==> src/rtl/ad1_reader.sv <==
// Dual-channel serial ADC reader: frames 16 SCLK periods and captures 12-bit samples on both channels.
// Optional leading-zero frame check is enabled by defining AD1_ZERO_CHECK_EN.
module ad1_reader #(
    parameter int unsigned CLK_DIV   = 3,
    parameter int unsigned QUIET_CYC = 5
) (
    input  logic        clk_in,
    input  logic        rst,
    input  logic        start,
    input  logic        sdata1,
    input  logic        sdata2,
    output logic        ncs,
    output logic        sclk,
    output logic [11:0] data1,
    output logic [11:0] data2,
    output logic        done,
    output logic        busy,
    output logic        frame_err
);

    // Leading bits [15:12] are only observable through the zero check.
`ifdef AD1_ZERO_CHECK_EN
    localparam int unsigned SHIFT_W = 16;
`else
    localparam int unsigned SHIFT_W = 12;
`endif

    localparam logic [7:0] DIV_LAST   = 8'(CLK_DIV - 1);
    localparam logic [7:0] QUIET_LAST = 8'(QUIET_CYC - 1);

    typedef enum logic [1:0] {
        IDLE,
        SHIFT,
        QUIET
    } state_t;

    state_t               state, state_next;
    logic [7:0]           div_cnt, div_next;
    logic [4:0]           edge_cnt, edge_next;
    logic [7:0]           quiet_cnt, quiet_next;
    logic [SHIFT_W-1:0]   shift1, shift1_next;
    logic [SHIFT_W-1:0]   shift2, shift2_next;
    logic                 ncs_next, sclk_next, done_next, busy_next;
    logic [11:0]          data1_next, data2_next;

    always_ff @(posedge clk_in) begin
        if (rst) begin
            state     <= IDLE;
            div_cnt   <= '0;
            edge_cnt  <= '0;
            quiet_cnt <= '0;
            shift1    <= '0;
            shift2    <= '0;
            ncs       <= 1'b1;
            sclk      <= 1'b1;
            done      <= 1'b0;
            busy      <= 1'b0;
            data1     <= '0;
            data2     <= '0;
        end else begin
            state     <= state_next;
            div_cnt   <= div_next;
            edge_cnt  <= edge_next;
            quiet_cnt <= quiet_next;
            shift1    <= shift1_next;
            shift2    <= shift2_next;
            ncs       <= ncs_next;
            sclk      <= sclk_next;
            done      <= done_next;
            busy      <= busy_next;
            data1     <= data1_next;
            data2     <= data2_next;
        end
    end

    always_comb begin
        state_next  = state;
        div_next    = div_cnt;
        edge_next   = edge_cnt;
        quiet_next  = quiet_cnt;
        shift1_next = shift1;
        shift2_next = shift2;
        ncs_next    = ncs;
        sclk_next   = sclk;
        done_next   = 1'b0;
        busy_next   = busy;
        data1_next  = data1;
        data2_next  = data2;

        case (state)
            IDLE: begin
                if (start) begin
                    state_next = SHIFT;
                    ncs_next   = 1'b0;
                    busy_next  = 1'b1;
                    div_next   = '0;
                    edge_next  = '0;
                end
            end

            SHIFT: begin
                if (div_cnt == DIV_LAST) begin
                    div_next  = '0;
                    sclk_next = ~sclk;
                    edge_next = edge_cnt + 5'd1;
                    // Sample on the edge that raises sclk so the last bit lands with done.
                    if (!sclk) begin
                        shift1_next = {shift1[SHIFT_W-2:0], sdata1};
                        shift2_next = {shift2[SHIFT_W-2:0], sdata2};
                    end
                    if (edge_cnt == 5'd31) begin
                        state_next = QUIET;
                        ncs_next   = 1'b1;
                        done_next  = 1'b1;
                        quiet_next = '0;
                        data1_next = shift1_next[11:0];
                        data2_next = shift2_next[11:0];
                    end
                end else begin
                    div_next = div_cnt + 8'd1;
                end
            end

            QUIET: begin
                if (quiet_cnt == QUIET_LAST) begin
                    state_next = IDLE;
                    busy_next  = 1'b0;
                end else begin
                    quiet_next = quiet_cnt + 8'd1;
                end
            end

            default: state_next = IDLE;
        endcase
    end

`ifdef AD1_ZERO_CHECK_EN
    logic err_q;

    always_ff @(posedge clk_in) begin
        if (rst) begin
            err_q <= 1'b0;
        end else if (done_next) begin
            err_q <= |{shift1_next[15:12], shift2_next[15:12]};
        end
    end

    assign frame_err = err_q;
`else
    assign frame_err = 1'b0;
`endif

endmodule

==> config.mk <==
export PLATFORM = sky130hd
export DESIGN_NAME = ad1_reader
export DESIGN_NICKNAME = d
export VERILOG_FILES = /design/src/rtl/ad1_reader.sv
export SDC_FILE = /design/constraint.sdc
export NUM_CORES = 1
export LEC_CHECK = 0
export ABC_AREA = 1
export CELL_PAD_IN_SITES_DETAIL_PLACEMENT = 0
export CELL_PAD_IN_SITES_GLOBAL_PLACEMENT = 2
export CORE_MARGIN = 10
export CORE_UTILIZATION = 36
export CTS_BUF_LIST = sky130_fd_sc_hd__clkbuf_4
export CTS_CLUSTER_SIZE = 28
export DETAILED_ROUTE_END_ITERATION = 16
export PLACE_DENSITY_LB_ADDON = 0.1
export SLEW_MARGIN = 20
export SYNTH_ARGS = -nofsm -noshare
export SYNTH_HDL_FRONTEND = slang
export SYNTH_SLANG_ARGS = --single-unit
==> constraint.sdc <==
create_clock -name clk_in -period 4.3 [get_ports clk_in]
set_input_delay 0.86 -clock clk_in [delete_from_list [all_inputs] [get_ports clk_in]]
set_output_delay 0.86 -clock clk_in [all_outputs]
set_load 0.1 [all_outputs]
# Yosys cells after proc, flatten, opt, wreduce, memory -nomap -nowiden
# Cells that the tools add are included.
# totals
out_inout_bits	29
register_bits	75
elab_cells	66
in_bits	5
# op_classes
reduce_logical	13
eq_ne	10
addsub	3
mux	25
bitwise_logic	3
# ops
cell	n
$mux 8	5
$pmux 8 s2	2
$mux 12	2
$add 8x1->8 const B	2
$reduce_and 4->1	3
$mux 5	2
$ne 2x2->1 const B	5
$pmux 5 s2	1
$reduce_and 3->1	3
$eq 8x2->1 const B	1
$eq 8x3->1 const B	1
$mux 2	4
$mux 1	6
$pmux 2 s3	1
$reduce_bool 2->1	3
$add 5x1->5 const B	1
$eq 5x5->1 const B	1
$pmux 1 s2	2
$reduce_and 2->1	2
$not 1->1	3
$reduce_or 3->1	1
$eq 2x1->1 const B	1
$eq 2x2->1 const B	1
$logic_not 2->1	1

# Logic depth before layout (Yosys ltp)
# logic_depth
ltp_word	4
depth_mapped	12
mapped_depth_nobuf	11

# Least setup slack after synthesis
# No wires, ideal clock.
# synth_path
kind	register to register
from	reg sclk
to	reg shift1[4]
synth_period_minus_slack_ps	1900
path_buffers	2
required_ps	4230
setup_time_ps	70
path_stages_with_launch	7
setup_slack_ps	2400
t_arrival_ps	1830
path_cell_list	dfxtp_1 -> buf_2 -> clkbuf_1 -> nand2_1 -> nand2_1 -> nand2_1 -> a21oi_1
# synth_between
elab_chain_cells	1
# synth_lines
item	line	source
start, declared	13	output logic sclk,
start signal, assigned	68	sclk <= sclk_next;
$mux 12	107	if (!sclk) begin
end signal, assigned	65	shift1 <= shift1_next;
end, declared	41	logic [SHIFT_W-1:0] shift1, shift1_next;
# Every way passes these cells.
# A chain may end at the register's enable or synchronous reset.

# Worst setup path after layout
# layout_path
from	reg data1[10]
to	out data1[10]
# layout_rtl
item	line	source
start, declared	14	output logic [11:0] data1,
start signal, assigned	71	data1 <= data1_next;
# No word-level cell between the ends.

==> impl_metrics.ini <==
[outcome]
status = finished clean

[clock_tree]
cts_tree = done
cts.repair_timing.setup_buffer_count = 0
cts_inserted_buffers = 9
clock_sink_count = 75
post_cts_hold_buffer_count = 0
clk_latency_ns = 0.42
ctsRootBufferMaster = clkbuf_4
clkSlewWorstSetupHoldPaths_ns = 0.14
number_of_cells_upsized_or_downsized_after_cts = 0
cts_max_level = 3
clock_path_buffers = 2

[sta]
layout_worst_path_cycle_share_pct = 64.9
hold_viol = 0
min_period_ns = 2.79
timing.clock.skew_ns = 0.0279
max_clk_rate_ghz = 0.358
worstMarginPinSlew_ns = 0.978
finalSetupTns_ns = 0
slew_headroom_pct = 34.6
timing.final.ws_setup_ns = 1.51
setup_viol = 0
maxSlewViolCount = 0
rsz_0062_raised_after_global_routing = no

[synthesis]
sequential_to_total_area_share_from_yosys_stat_pct = 42.8
syn-cell-area_um2 = 3510
syn_inst = 505
synth_warnings = 0
synthDistinctLibCells = 30
syn_area_per_cell_um2 = 6.95
mappedNetlistNets = 516
synth.ff_latch_count = 75

[power_and_ir_drop]
power.ir.vdd_worst_uv = 172
power-per-cell-area_nw_per_um2 = 321
power.sequential.fraction_pct = 55.2
switching_share_pct = 25.3
cellLeakagePower_nw = 1.56
cell_internal_pwr_w = 0.000955
clkPwrFrac_pct = 38.9
comb_power_share_pct = 5.9
switching_power_w = 0.000324

[worst_setup_path]
timing.rr.end = edge_cnt[0]
cell_chain_of_the_critical_path = clkdlybuf4s50_1
cp_slowest_cell = clkdlybuf4s50_1
wp_depth = 1
worst_setup_path_start_kind = flop
critical_path_required_ns = 3.44
crit_path_max_fanout = 2
crit_arrival_ns = 1.93
worstPathBufferInverterCount = 1
timing.setup.critical_path_class = flop to primary output
setup.reg_to_reg.worst_slack_ns = 2.23
cp-startpoint = data1[10]
r2r.worst_path.cells = 5
delay_heaviest_family_cp = buffers and inverters
cp-end-kind = primary output
endpoint = data1[10]
cp_slowest_stage_delay_ns = 1.14
worstReg2RegStart = state[0]

[layout]
drive_gt1_share_pct = 7.78
layout.area.seq_um2 = 1500
antenna_cells = 0
multi_input_area_um2 = 1690
final.fill_count = 1016
flow.area_growth_from_synthesis_pct = 13.6
layoutNonFillerInstCount = 656
final_area_um2 = 3990
layout.nets = 534

[detailed_routing]
aggregate_routed_wire_length_um = 8240
detail_route.first_pass.iterations = 5
drt_first_iter_violations = 160
remaining_drc_errors = 0
route.vias.total = 3083
route.detailed.wl_per_inst_um = 12.6
drt_antenna_net_count = 0
viasPerCell = 4.70

[placement]
preCtsSetupSlack_ns = 1.95
cell_count_post_placement = 641
post-dp-hpwl_um = 5260
port-buffer-count = 32
placer_congestion_estimate = 0.747
detailed_place.area_um2 = 3830

[run]
max_cap_viol_count = 0

[floorplan]
ios = 34
fp.dieH_um = 119
die_x_um = 119
coreArea_um2 = 9370
die_area_um2 = 14100
core.rowCount = 35
initial_core_utilization_pct = 37.5

[global_route]
track_usage_pct = 11.6
grt_max_degree = 52
grt_antenna_before_repair = 0
first_pass_grt_wire_length_um = 13800
first_global_vias = 2822
overflow = 0

[hold_path]
hold_path_class = flop to flop
==> synthesized netlist by cell type, drive strengths merged <==
cell | number | share of area (%)
a21oi | 57 | 8.1
a22oi | 2 | 0.43
buf | 16 | 3.7
clkbuf | 12 | 1.3
conb | 1 | 0.11
dfxtp | 75 | 43
ha | 6 | 2.1
inv | 40 | 4.3
nand2 | 165 | 18
nand3 | 27 | 4.1
nand3b | 4 | 0.86
nand4 | 5 | 0.89
nor2 | 54 | 6.9
nor3b | 3 | 0.64
o21ai | 35 | 5.1
o21bai | 1 | 0.21
or2 | 1 | 0.18
xor2 | 1 | 0.25
==> worst min-delay path by stage <==
stage	start	to	slack (ns)	cells past startpoint
after floorplan	shift1[11]	shift1[11]	0.43	2
after global placement	shift2[11]	shift2[11]	0.43	2
after detailed placement	shift2[11]	shift2[11]	0.45	2
after CTS	shift2[11]	shift2[11]	0.46	2
after global routing	data2[10]	data2[10]	0.49	2
final	shift2[11]	shift2[11]	0.46	2
==> power groups by stage <==
stage                     combinational [W]  sequential (W)  clock [W]
after floorplan                   0.0000474        0.000733          0
after global placement            0.0000761        0.000722          0
after detailed placement          0.0000756        0.000722          0
after CTS                         0.0000759        0.000707   0.000518
after global routing              0.0000836        0.000708   0.000549
final                             0.0000752        0.000706   0.000498
==> state kept, by name, indices dropped and copies added, names as in the netlist, 2 cells and up <==
signal,cells
data2,12
state,2
quiet_cnt,8
shift1,12
data1,12
shift2,12
edge_cnt,5
div_cnt,8
==> cells in the final DEF, fill, tap and decap left out, drive strengths merged, types with 3 or more instances in the layout <==
cell / count
nand3b: 4
ha: 6
nand2: 165
nor3b: 3
clkdlybuf4s50: 30
dfxtp: 75
buf: 5
clkbuf: 9
inv: 42
o21ai: 35
a21oi: 57
nand4: 5
nand3: 27
nor2: 54
==> through the flow <==
step                      total power [W]  utilization (%)  hold slack, ns
final                             0.00128             42.6           0.459
after global routing              0.00134             42.6           0.489
after CTS                         0.00130             42.6           0.464
after detailed placement         0.000798             40.9           0.446
after global placement           0.000798             40.9           0.434
after floorplan                  0.000781                -           0.426
==> layout make-up <==
type	instances	area share [%]
clock inverters	6	2.20
inverters	40	3.76
clock buffers	9	1.69
well taps	129	4.05
flip-flops and latches	75	37.6
repair buffers	35	8.41
multi-input cells	362	42.3
==> per-layer routing <==
metal  vias up  share of wire, %  GRT usage [%]
li1       1648                 -              -
met1      1379                52           15.6
met2        48                43           17.2
met3         8               4.1           3.05
met4         0              0.95           4.58
met5         -                 0              0
==> logic make-up (layout without fill, tap and decap cells) <==
kind of cell / count (synthesis) / count (layout) / share of synthesized area, %
compound gates: 95 / 95 / 13.9
other cells: 1 / 1 / 0.107
buf+inv: 68 / 90 / 9.26
simple gates: 259 / 259 / 31.6
xor+xnor: 1 / 1 / 0.249
flops: 75 / 75 / 42.8
fa+ha+maj: 6 / 6 / 2.14
(Power assumes the default switching activity.)
